$ cat config.mk
export PLATFORM = sky130hd
export DESIGN_NAME = serial_adder
export DESIGN_NICKNAME = d
export VERILOG_FILES = /design/src/rtl/serial_adder.sv
export SDC_FILE = /design/constraint.sdc
export NUM_CORES = 1
export LEC_CHECK = 0
export CORE_ASPECT_RATIO = 0.6
export CORE_UTILIZATION = 50
export CTS_CLUSTER_SIZE = 28
export DETAILED_ROUTE_END_ITERATION = 10
export PLACE_DENSITY = 0.76
export SYNTH_ARGS = -nofsm -noshare
export SYNTH_HDL_FRONTEND = slang
export SYNTH_SLANG_ARGS = --single-unit
$ cat constraint.sdc
create_clock -name clk -period 2.98 [get_ports clk]
set_clock_uncertainty 0.05 [all_clocks]
set_input_delay 0.745 -clock clk [delete_from_list [all_inputs] [get_ports clk]]
set_output_delay 0.745 -clock clk [all_outputs]
set_load 0.01 [all_outputs]
$ cat src/rtl/serial_adder.sv
// serial_adder: bit-serial adder computing a + b + cin over WIDTH clocks,
// one bit per clock, LSB first. A single full-adder cell with a registered
// carry does the arithmetic. A start/busy/done handshake sequences each
// operation.
module serial_adder #(
  parameter int unsigned WIDTH = 8
) (
  input  logic             clk,
  input  logic             rst_n,
  input  logic             start,
  input  logic [WIDTH-1:0] a,
  input  logic [WIDTH-1:0] b,
  input  logic             cin,
  output logic             busy,
  output logic             done,
  output logic [WIDTH-1:0] sum,
  output logic             cout
);

  localparam int unsigned CW = (WIDTH > 1) ? $clog2(WIDTH) : 1;

  localparam logic [1:0] IDLE = 2'd0;
  localparam logic [1:0] RUN  = 2'd1;
  localparam logic [1:0] DONE = 2'd2;

  logic [1:0]       state;
  logic [WIDTH-1:0] areg;
  logic [WIDTH-1:0] breg;
  logic             carry;
  logic [CW-1:0]    cnt;
  logic [WIDTH-1:0] psum;

  logic             ha1_s;
  logic             ha1_c;
  logic             ha2_s;
  logic             ha2_c;
  logic             c_next;
  logic [WIDTH-1:0] psum_next;
  logic             last_bit;

  // Full-adder cell on the current LSBs: two half adders plus OR.
  always_comb begin
    ha1_s  = areg[0] ^ breg[0];
    ha1_c  = areg[0] & breg[0];
    ha2_s  = ha1_s ^ carry;
    ha2_c  = ha1_s & carry;
    c_next = ha1_c | ha2_c;
    // Shift right, then drop the new sum bit into the MSB. This form also
    // holds for WIDTH=1, where the shifted-in bit is the whole result.
    psum_next            = psum >> 1;
    psum_next[WIDTH-1]   = ha2_s;
    last_bit             = (cnt == CW'(WIDTH - 1));
  end

  // Sequencer and datapath registers. The results change only on DONE entry.
  always_ff @(posedge clk or negedge rst_n) begin
    if (!rst_n) begin
      state <= IDLE;
      areg  <= '0;
      breg  <= '0;
      carry <= 1'b0;
      cnt   <= '0;
      psum  <= '0;
      sum   <= '0;
      cout  <= 1'b0;
    end else begin
      case (state)
        IDLE: begin
          if (start) begin
            areg  <= a;
            breg  <= b;
            carry <= cin;
            psum  <= '0;
            cnt   <= '0;
            state <= RUN;
          end
        end
        RUN: begin
          areg  <= areg >> 1;
          breg  <= breg >> 1;
          carry <= c_next;
          psum  <= psum_next;
          if (last_bit) begin
            sum   <= psum_next;
            cout  <= c_next;
            state <= DONE;
          end else begin
            cnt <= cnt + CW'(1);
          end
        end
        DONE: begin
          state <= IDLE;
        end
        default: begin
          state <= IDLE;
        end
      endcase
    end
  end

  // Handshake outputs decode directly from the registered state.
  always_comb begin
    busy = (state == RUN);
    done = (state == DONE);
  end

endmodule

# --- Yosys cells after proc, flatten, opt, wreduce, memory -nomap -nowiden ---
# Cells that the tools add are included.
totals:
  word_cells: 40
  ff_bits: 39
  output_inout_bits: 11
op_classes:
  add_sub_neg: 1
  eq_ne: 6
  reduce_logical: 6
  n_bitwise: 5
  muxes: 14
ops:
  columns: ["cell", "n"]
  rows:
  - ["8-bit case mux with 2 select lines", 3]
  - ["8-bit 2-to-1 mux", 3]
  - ["3-bit 2-to-1 mux", 2]
  - ["3-bit case mux with 2 select lines", 1]
  - ["2-bit AND reduction", 3]
  - ["2-bit 2-to-1 mux", 2]
  - ["2-bit inequality test, second input constant", 2]
  - ["2-bit case mux with 2 select lines", 1]
  - ["3-bit by 1-bit adder with 3-bit output, second input constant", 1]
  - ["3-bit == test, second input constant", 1]
  - ["3-bit AND reduction", 1]
  - ["1-bit AND", 2]
  - ["2-bit by 1-bit == test with 1-bit output, second input constant", 1]
  - ["2-bit == test, second input constant", 1]
  - ["2-bit logical NOT", 1]
  - ["2-bit by 1-bit inequality test with 1-bit output, second input constant", 1]
  - ["1-bit case mux with 2 select lines", 1]
  - ["2-bit nonzero test", 1]
  - ["1-bit XOR", 2]
  - ["1-bit 2-to-1 mux", 1]
  - ["1-bit OR", 1]

# --- Longest topological paths before layout ---
# Gate-level depths: netlist of the first run.
depth:
  ltp_word: 4
  mapped_depth: 5
  depth_no_buf: 4

# --- Worst setup path before layout of the first run ---
# Ideal clock, no wire load.
synth_timing:
  path_type: "reg-to-output"
  startpoint: "register state[1]"
  endpoint: "output port done"
  t_arrival_ns: 1.022
  path_stages_with_launch: 5
  required_ns: 2.185
  setup_slack_ns: 1.163
  path_buffers: 3
  cell_sequence: "dfrtp_1 > buf_2 > buf_2 > buf_2 > nor2b_1"
synth_via:
  elab_chain_cells: 1
synth_rtl:
  columns: ["element", "line", "text"]
  rows:
  - ["from (decl)", "26", "logic [1:0] state;"]
  - ["from (signal assigned)", "58", "state <= IDLE;"]
  - ["from (signal assigned)", "75", "state <= RUN;"]
  - ["from (signal assigned)", "86", "state <= DONE;"]
  - ["2-bit == test", "104", "done = (state == DONE);"]
  - ["to (decl)", "15", "output logic done,"]
# No other way between the ends.

# --- Worst setup path in the final report of the first run ---
layout_timing:
  startpoint: "register state[0]"
  endpoint: "output port busy"
layout_via:
  elab_chain_cells: 1
layout_rtl:
  columns: ["element", "line", "text"]
  rows:
  - ["2-bit by 1-bit == test with 1-bit output", "103", "busy = (state == RUN);"]
  - ["to (decl)", "14", "output logic busy,"]
# No other way between the ends.

==> results of run 1 <==
-- synth_stat cells (all sizes together) --
library cell   n
a211o          3
a211oi         9
a21oi          1
a221oi         1
a22o           7
and3           1
buf            9
clkbuf         3
dfrtp         38
fa             1
ha             2
inv           14
mux2           9
nand2b         5
nand3          2
nand3b         1
nor2b          1
nor3b         11
nor4b         11
nor4bb         2
o21ba          1
o21bai         1
o221a          5
o221ai         2
or4b           5
-- routing by layer --
| metal | GRT usage (%) | share of wire (%) | vias up |
|---|---|---|---|
| li1 | - | - | 596 |
| met1 | 33.1 | 48 | 636 |
| met2 | 30.3 | 45 | 33 |
| met3 | 5.28 | 5.2 | 7 |
| met4 | 8.18 | 1.5 | 0 |
| met5 | 0 | 0 | - |
-- worst max-delay path: stages (launching register included) --
cell	delay [ns]
dfrtp_1	0.48
nand2b_1	0.24
inv_2	0.21
clkdlybuf4s50_1	0.56
-- final cells by class --
type                            instances  area, sq um  share of cell area [%]
Clock buffer                            7         76.3                    3.44
Inverter                               14         52.6                    2.37
Tap cell                               45         56.3                    2.54
Timing Repair Buffer                   34          330                    14.9
Sequential cell                        38          951                    42.9
Clock inverter                          1         30.0                    1.35
Multi-Input combinational cell         81          721                    32.5
-- sequential cells by signal, summed over array words and instances (netlist names) --
register and count:
carry 1, sum 8, areg 8, psum 7
cout 1, cnt 3, breg 8, state 2
-- cells in the final DEF (no fill, tap or decap), drive strengths merged --
cell type	n
nor4b	11
clkdlybuf4s50	30
a211o	3
dfrtp	38
buf	4
fa	1
o221a	5
or4b	5
nand2b	5
nor2b	1
a221oi	1
a211oi	9
nand3b	1
o21bai	1
a21oi	1
ha	2
o21ba	1
a22o	7
and3	1
bufinv	1
nand3	2
mux2	9
o221ai	2
clkbuf	7
inv	14
nor3b	11
nor4bb	2
-- kinds of logic (layout without fill, tap and decap cells) --
| family | count (synthesis) | in the layout |
|---|---|---|
| adder cells (fa/ha/maj) | 3 | 3 |
| AO/OA/AOI/OAI | 30 | 30 |
| AND/OR/NAND/NOR | 39 | 39 |
| multiplexers | 9 | 9 |
| buffers and inverters | 26 | 56 |
| flip-flops | 38 | 38 |
-- report_power, final --
| group | total (mW) | leakage (nW) | switching (mW) | internal (mW) |
|---|---|---|---|---|
| clock network | 0.435 | 0.0524 | 0.184 | 0.250 |
| logic | 0.820 | 0.456 | 0.378 | 0.442 |
| registers | 0.892 | 0.464 | 0.151 | 0.741 |
| total | 2.15 | 0.973 | 0.713 | 1.43 |
-- how the worst max path moves through the flow --
stage	startpoint	endpoint	slack, ns	depth (start not counted)
6_report	state[0]	busy	0.39	3
5_1_grt	state[0]	busy	0.28	3
2_1_floorplan	state[1]	done	1.16	4
3_5_place_dp	start	breg[6]	0.58	3
3_3_place_gp	start	carry	0.61	3
4_1_cts	state[0]	busy	0.38	3
==> results by group, run 1 <==
Worst setup path
  – Worst r2r src: state[0]
  – R2R depth: 3
  – Critical Path Source Type: register
  – WS Path Type: reg -> out
  – Reg2Reg Capture Point: sum[3]
  – CP Max Fanout: 9
  – Worst Path Required: 2.18 ns
  – Worst Path Arrival: 1.79 ns
  – Flop2flop setup slack: 1.13 ns
  – Crit end category: primary output

Layout
  – P&R area growth vs syn: 23.9%
  – Share of layout cells above drive strength 1: 15.4%
  – Final core occ: 66.3%
  – ANT cells: 0
  – Final Cell Area: between 2000 and 2500 sq um
  – Final non-filler cell total: 220
  – Filler cell count: 248
  – NumNets Final: just under 200

Clocking
  – Maximum root-to-sink buffer count: 2
  – Root Buffer: clkbuf_8
  – CTS buffer count: 5
  – CTS H-tree depth: 2
  – Cts repair resizes: 0
  – Clock transition at path regs: 0.07 ns
  – Sink Count: 38
  – Clk Latency, worst-skew pair: 0.30 ns
  – CTS Hold Bufs: 0
  – Post-CTS Setup Bufs: 0
  – CTS tree: yes

Status
  – Outcome: completed

Placement
  – Placed wire-length estimate: 2490 um
  – Placed Instances: 212
  – I/O Buffers: 30
  – Area post-placement: ~2100 sq um
  – Routability cong.: 0.760
  – Pre-CTS setup slack: 0.581 ns

Detailed routing
  – DRT Pass-1 Iters: 4
  – Vias: between 1000 and 1500
  – Via density: 5.78
  – DRT iter0 DRCs: 87
  – Wirelength, routed: ~3700 um
  – Antenna viol nets, final: 0
  – WL per Instance: 16.8 um
  – DRC: 0

Pwr
  – Final Power: 2.15 mW
  – Leak: 0.973 nW
  – Max IR drop VDD: roughly 0.45 mV
  – Cell Pwr Density: 968 nW/um^2

Timing
  – Setup ws final: 0.390 ns
  – Setup TNS: 0 ns
  – Worst-Margin Slew: 0.618 ns
  – Peak Freq: a little under 0.4 GHz
  – Setup violators final: 0
  – Max-slew violation count: 0
  – Max-slew headroom: 58.7%
  – Tcrit/Tclk final: 86.9%
  – Worst hold slack: 0.455 ns
  – Fin crit period: roughly 2.6 ns
  – Final Hold Fails: 0
  – RSZ-0062 raised after global routing: no

Worst hold path
  – Worst Hold Depth: 1
  – HP Start: sum[0]
  – Hold Crit Class: reg -> reg
  – Worst Hold Path EP: sum[0]

Global routing
  – Initial antenna violation count: 0
  – Vias in the first global route: between 1000 and 1500
  – Largest net degree at the start of global routing: 39
  – Gr ovfl total: 0
  – Global-route usage over all layers: 21.9%
  – First-pass GRT wire length: ~6200 um

Synth
  – Top cell type's share of synthesized area: between 50 and 60%
  – Most area-hungry cell type in the Yosys netlist: dfrtp_1
  – Cell count after synthesis: roughly 150
  – Compound-Gate Fraction of Synth Area: 14.8%
  – Avg Cell Area, Syn: 12.3 sq um
  – YS warnings: 0
  – Mux cell area share after synthesis: 5.66%
  – Area contributors post-synth: dfrtp_1 53%, mux2_2 5.7%, nor4b_1 5.4%, nor3b_1 4.6%, a211oi_1 3.8%
  – Xor-xnor portion of the synthesized cell area: 0%
  – Cell variety after synth: 28
  – Cell Area, Synth: ~1800 sq um
  – Synth Area in Simple Gates: between 10% and 20%
  – Synth Net Count: 168
  – Sequential share of the synthesized area: 53.1%
  – Adder-cell share of the synthesized area: approximately 2.5%
  – Flops & latches, synth: 38
  – Largest family of logic cells by synthesized area: simple AND/OR/NAND/NOR gates

Floorplan
  – FP Rows: 16
  – Die width: about 79 um
  – Die area: 3830 sq um
  – I/O pins: 31
  – Die height: approximately 48 um
  – Starting Density: approximately 54%
  – CORE AREA: around 3300 sq um

Job
  – Max cap viols: 0
(Power assumes the default switching activity.)
==> run 2, diff against run 1 <==
- CORE_MARGIN: not set -> 2
- clock period: 2.98 -> 2.85 ns (I/O delays scaled with it)
==> results by group, run 2 (synthesized netlist as in run 1, its figures left out) <==
Worst hold path
  – Worst Hold Depth: 1 (unchanged)
  – Worst Hold Path EP: psum[1] (was sum[0])
  – Hold Crit Class: reg -> reg (unchanged)
  – HP Start: psum[1] (was sum[0])

Pwr
  – Sw frac: 33.3% (was 33.2%)
  – Leak: 0.978 nW (was 0.973 nW)
  – P_sw: 0.721 mW (was 0.713 mW)
  – Int Power: 1.44 mW (was 1.43 mW)
  – Cell Pwr Density: 975 nW/um^2 (was 968 nW/um^2)
  – Sequential Power Share: 42.5% (was 41.6%)
  – Combinational share of power: 40.1% (was 38.2%)
  – Max IR drop VDD: 0.521 mV (was 0.445 mV)
  – Power share of the clock group: 17.4% (was 20.2%)

Worst setup path
  – CP cell instances: nand2b_1, inv_2, clkdlybuf4s50_1 (unchanged)
  – Flop2flop setup slack: 0.99 ns (was 1.13 ns)
  – Worst Path Required: 2.09 ns (was 2.18 ns)
  – R2R depth: 4 (was 3)
  – Crit-path leading delay family: buffers and inverters (unchanged)
  – WP buf/inv: 2 (unchanged)
  – CP max-delay cell: clkdlybuf4s50_1 (unchanged)
  – CP Max Fanout: 9 (unchanged)
  – Crit end category: primary output (unchanged)
  – Worst Path Arrival: 1.73 ns (was 1.79 ns)
  – Worst r2r src: cnt[0] (was state[0])
  – Critical Path Source Type: register (unchanged)
  – Reg2Reg Capture Point: sum[3] (unchanged)
  – Delay of the slowest critical-path stage: 0.57 ns (was 0.56 ns)
  – WS Path Type: reg -> out (unchanged)

Timing
  – Tcrit/Tclk final: 87.5%
  – Setup ws final: 0.357 ns (was 0.390 ns)
  – Peak Freq: 0.401 GHz
  – Worst hold slack: 0.447 ns (was 0.455 ns)
  – Setup violators final: 0 (unchanged)
  – Worst-Margin Slew: 0.574 ns (was 0.618 ns)
  – RSZ-0062 raised after global routing: no (unchanged)
  – Setup TNS: 0 ns (unchanged)
  – Fin crit period: 2.49 ns
  – Final Hold Fails: 0 (unchanged)
  – Max-slew violation count: 0 (unchanged)
  – Max-slew headroom: 61.6% (was 58.7%)

Layout
  – ANT cells: 0 (unchanged)
  – Footprint of the multi-input gates: 721 sq um (unchanged)
  – Commonest non-fill, non-tap cell in the layout: dfrtp_1 (unchanged)
  – Share of layout cells above drive strength 1: 16.9% (was 15.4%)
  – Final core occ: 66.3% (unchanged)
  – P&R area growth vs syn: 23.9% (unchanged)
  – Register area: 951 sq um (unchanged)
  – NumNets Final: 199 (was 197)
  – Commonest non-fill, non-tap cells in the layout: 38 x dfrtp_1, 30 x clkdlybuf4s50_1, 13 x inv_1 (unchanged)
  – Final non-filler cell total: 222 (was 220)
  – Filler cell count: 255 (was 248)
  – Biggest regs: areg (8), breg (8), sum (8) (unchanged)

Clocking
  – CTS H-tree depth: 2 (unchanged)
  – CTS buffer count: 5 (unchanged)
  – Cts repair resizes: 0 (unchanged)
  – CTS Hold Bufs: 0 (unchanged)
  – Clk Latency, worst-skew pair: 0.29 ns (was 0.30 ns)
  – CTS tree: yes (unchanged)
  – Clock transition at path regs: 0.07 ns (about the same)
  – Maximum root-to-sink buffer count: 2 (unchanged)
  – Sink Count: 38 (unchanged)
  – Root Buffer: clkbuf_8 (unchanged)
  – Post-CTS Setup Bufs: 0 (unchanged)

Detailed routing
  – Vias: 1268 (was 1272)
  – Wl on met1: 1890 um (was 1780 um)
  – Wirelength, routed: 3640 um (was 3690 um)
  – DRT iter0 DRCs: 79 (was 87)
  – Top layer in use: met4 (unchanged)
  – DRT Pass-1 Iters: 4 (unchanged)
  – Via density: 5.71 (was 5.78)
  – DRC: 0 (unchanged)
  – WL met2: 1540 um (was 1670 um)
  – Antenna viol nets, final: 0 (unchanged)
  – WL met3: 158 um (was 191 um)
  – WL per Instance: 16.4 um (was 16.8 um)

Global routing
  – Global-route usage over all layers: 20.8% (was 21.9%)
  – Gr ovfl total: 0 (unchanged)
  – First-pass GRT wire length: 6260 um (was 6240 um)
  – Initial antenna violation count: 0 (unchanged)
  – Largest net degree at the start of global routing: 39 (unchanged)
  – Vias in the first global route: 1286 (was 1296)

Job
  – Max cap viols: 0 (unchanged)

Placement
  – Pre-CTS setup slack: 0.540 ns (was 0.581 ns)
  – I/O Buffers: 30 (unchanged)
  – Placed wire-length estimate: 2420 um (was 2490 um)
  – Routability cong.: 0.748 (was 0.760)
  – Placed Instances: 214 (was 212)

Floorplan
  – Starting Density: 53.5% (unchanged)
  – FP Rows: 16 (unchanged)
  – I/O pins: 31 (unchanged)
  – CORE AREA: 3340 sq um (unchanged)
  – Die area: 4090 sq um (was 3830 sq um)
  – Die width: 81.2 um (was 79.2 um)
  – Die height: 50.3 um (was 48.3 um)

Status
  – Outcome: completed (unchanged)
-- run 2: changes by cell type in the layout (fill, tap and decap cells not counted) --
cell,change
buf_4,+2
bufinv_16,-1
clkbuf_1,-1
clkbuf_8,+1
clkinv_2,+1
-- run 2: worst register-to-register path, delay by kind of cell (launching register included) --
kind	cells	cell delay (ns)
adder cells (fa/ha/maj)	2	0.45
flip-flops	1	0.41
multiplexers	1	0.40
AND/OR/NAND/NOR	1	0.45
-- run 2: per-stage QoR --
stage	area (sq um)	total power [mW]
2_1_floorplan	1790	1.49
3_3_place_gp	2130	1.75
3_5_place_dp	2130	1.80
4_1_cts	2220	2.18
5_1_grt	2220	2.33
6_report	2220	2.16
-- run 2: worst max path at each step --
stage	to	slack [ns]	cells after the start	start
after floorplan	done	1.07	4	state[1]
after global placement	areg[6]	0.59	3	start
after detailed placement	breg[5]	0.54	3	start
after CTS	busy	0.34	3	state[1]
after global routing	busy	0.25	3	state[1]
final	busy	0.36	3	state[1]
-- run 2: metal layers --
layer	global-route usage [%]	vias up
li1	-	607
met1	30.7	622
met4	9.32	0
met5	0	-
met3	5.76	6
met2	28.5	33
-- run 2: cell type report --
cell class                      instances  share of cell area, %
Inverter                               14                   2.37
Tap cell                               45                   2.54
Timing Repair Buffer                   36                   15.6
Clock inverter                          1                  0.226
Sequential cell                        38                   42.9
Multi-Input combinational cell         81                   32.5
Clock buffer                            7                   3.89
-- run 2: power groups by stage --
stage	sequential (mW)	clock, mW	combinational, mW
finish	0.919	0.376	0.866
global route	0.950	0.417	0.960
CTS	0.921	0.385	0.874
detailed placement	0.928	0	0.868
global placement	0.917	0	0.835
floorplan	0.917	0	0.577
==> run 3, diff against run 2 <==
- CORE_MARGIN: 2 -> not set
==> results by group, run 3 (synthesized netlist as in run 1, its figures left out) <==
Status
  – Outcome: completed (unchanged)

Layout
  – Biggest regs: areg (8), breg (8), sum (8) (unchanged)
  – Final core occ: 66.7% (was 66.3%)
  – Commonest non-fill, non-tap cell in the layout: dfrtp_1 (unchanged)
  – P&R area growth vs syn: 24.5% (was 23.9%)
  – NumNets Final: 198 (was 199)
  – Filler cell count: 249 (was 255)
  – Final non-filler cell total: 221 (was 222)
  – Register area: 951 sq um (unchanged)
  – Final Cell Area: 2230 sq um (was 2220 sq um)
  – Footprint of the multi-input gates: 721 sq um (unchanged)
  – Commonest non-fill, non-tap cells in the layout: 38 x dfrtp_1, 30 x clkdlybuf4s50_1, 13 x inv_1 (unchanged)
  – ANT cells: 0 (unchanged)
  – Share of layout cells above drive strength 1: 17.0% (was 16.9%)

Global routing
  – Largest net degree at the start of global routing: 39 (unchanged)
  – GR Util met3: 7.74% (was 5.76%)
  – Met2 Use GR: 32.6% (was 28.5%)
  – Global-route usage over all layers: 21.3% (was 20.8%)
  – Initial antenna violation count: 0 (unchanged)
  – Gr ovfl total: 0 (unchanged)
  – Vias in the first global route: 1310 (was 1286)
  – Met1 Track Usage GR: 29.4% (was 30.7%)
  – First-pass GRT wire length: 6170 um (was 6260 um)
  – Busiest grt layer: met2 (was met1)

Placement
  – Placed wire-length estimate: 2400 um (was 2420 um)
  – Routability cong.: 0.728 (was 0.748)
  – Area post-placement: 2120 sq um (was 2130 sq um)
  – Placed Instances: 213 (was 214)
  – Pre-CTS setup slack: 0.607 ns (was 0.540 ns)
  – I/O Buffers: 30 (unchanged)

Clocking
  – CTS buffer count: 5 (unchanged)
  – Maximum root-to-sink buffer count: 2 (unchanged)
  – CTS H-tree depth: 2 (unchanged)
  – Clk Latency, worst-skew pair: 0.29 ns (about the same)
  – Sink Count: 38 (unchanged)
  – Post-CTS Setup Bufs: 0 (unchanged)
  – Clock transition at path regs: 0.07 ns (about the same)
  – CTS tree: yes (unchanged)
  – Cts repair resizes: 0 (unchanged)
  – CTS Hold Bufs: 0 (unchanged)
  – Root Buffer: clkbuf_8 (unchanged)

Floorplan
  – Die area: 3830 sq um (was 4090 sq um)
  – I/O pins: 31 (unchanged)
  – Die width: 79.2 um (was 81.2 um)
  – FP Rows: 16 (unchanged)
  – CORE AREA: 3340 sq um (unchanged)
  – Die height: 48.3 um (was 50.3 um)
  – Starting Density: 53.5% (unchanged)

Detailed routing
  – Vias: 1256 (was 1268)
  – Via density: 5.68 (was 5.71)
  – Antenna viol nets, final: 0 (unchanged)
  – DRC: 0 (unchanged)
  – DRT iter0 DRCs: 73 (was 79)
  – Wirelength, routed: 3610 um (was 3640 um)
  – WL per Instance: 16.3 um (was 16.4 um)
  – DRT Pass-1 Iters: 4 (unchanged)

Worst setup path
  – Critical Path Source Type: register (unchanged)
  – Worst r2r src: state[0] (was cnt[0])
  – Flop2flop setup slack: 1.02 ns (was 0.99 ns)
  – Worst Path Required: 2.09 ns (about the same)
  – Crit end category: primary output (unchanged)
  – Worst Path Arrival: 1.81 ns (was 1.73 ns)
  – WS Path Type: reg -> out (unchanged)
  – Reg2Reg Capture Point: sum[5] (was sum[3])
  – CP Max Fanout: 9 (unchanged)
  – R2R depth: 3 (was 4)

Worst hold path
  – HP Start: cout (was psum[1])
  – Worst Hold Path EP: cout (was psum[1])
  – Worst Hold Depth: 1 (unchanged)
  – Hold Crit Class: reg -> reg (unchanged)

Timing
  – RSZ-0062 raised after global routing: no (unchanged)
  – Peak Freq: 0.388 GHz (was 0.401 GHz)
  – Max-slew headroom: 66.5% (was 61.6%)
  – Fin crit period: 2.58 ns (was 2.49 ns)
  – Setup ws final: 0.273 ns (was 0.357 ns)
  – Setup TNS: 0 ns (unchanged)
  – Final Hold Fails: 0 (unchanged)
  – Tcrit/Tclk final: 90.4% (was 87.5%)
  – Max-slew violation count: 0 (unchanged)
  – Worst-Margin Slew: 0.501 ns (was 0.574 ns)
  – Setup violators final: 0 (unchanged)

Pwr
  – Cell Pwr Density: 992 nW/um^2 (was 975 nW/um^2)
  – Leak: 0.983 nW (was 0.978 nW)
  – Sequential Power Share: 42.0% (was 42.5%)
  – Sw frac: 33.0% (was 33.3%)
  – Power share of the clock group: 19.5% (was 17.4%)
  – Int Power: 1.48 mW (was 1.44 mW)
  – Max IR drop VDD: 0.624 mV (was 0.521 mV)
  – Combinational share of power: 38.5% (was 40.1%)
  – P_sw: 0.731 mW (was 0.721 mW)

Job
  – Max cap viols: 0 (unchanged)
==> run 3: cell types whose count changed in the layout (fill, tap and decap cells not counted) <==
cell,previous run,this run
buf_4,6,5
clkbuf_1,1,0
clkinv_2,1,0
clkbuf_8,6,8
==> run 3: how the worst max path moves through the flow <==
stage	startpoint	endpoint	slack, ns	depth (start not counted)
6_report	state[0]	busy	0.27	3
3_5_place_dp	start	areg[5]	0.61	4
3_3_place_gp	state[0]	busy	0.62	3
2_1_floorplan	state[1]	done	1.07	4
5_1_grt	state[0]	busy	0.17	3
4_1_cts	state[0]	busy	0.28	3
==> run 3: critical path, cell delays in order (launching register included) <==
cell             delay (ns)
dfrtp_1                0.48
nand2b_1               0.25
inv_2                  0.22
clkdlybuf4s50_1        0.57
==> run 3: power groups by stage <==
stage | clock (mW) | combinational, mW | sequential [mW]
floorplan | 0 | 0.577 | 0.917
global placement | 0 | 0.816 | 0.925
detailed placement | 0 | 0.854 | 0.934
CTS | 0.439 | 0.862 | 0.927
global route | 0.458 | 0.943 | 0.962
finish | 0.431 | 0.852 | 0.928
==> run 3: layout make-up <==
type / instances / area share, %
multi-input combinational: 81 / 32.3
inverter: 14 / 2.36
clock buffer: 8 / 4.94
timing repair buffer: 35 / 15.2
sequential: 38 / 42.7
tap: 45 / 2.53
==> run 3: through the flow <==
step,total power [mW],hold slack [ns]
2_1_floorplan,1.49,0.367
3_3_place_gp,1.74,0.436
3_5_place_dp,1.79,0.447
4_1_cts,2.23,0.462
5_1_grt,2.36,0.473
6_report,2.21,0.457
==> run 3: metal layers <==
layer  wire [um]  up-vias
met5           0        -
met4          32        0
met3         162        5
met2        1590       20
met1        1820      631
li1            -      600
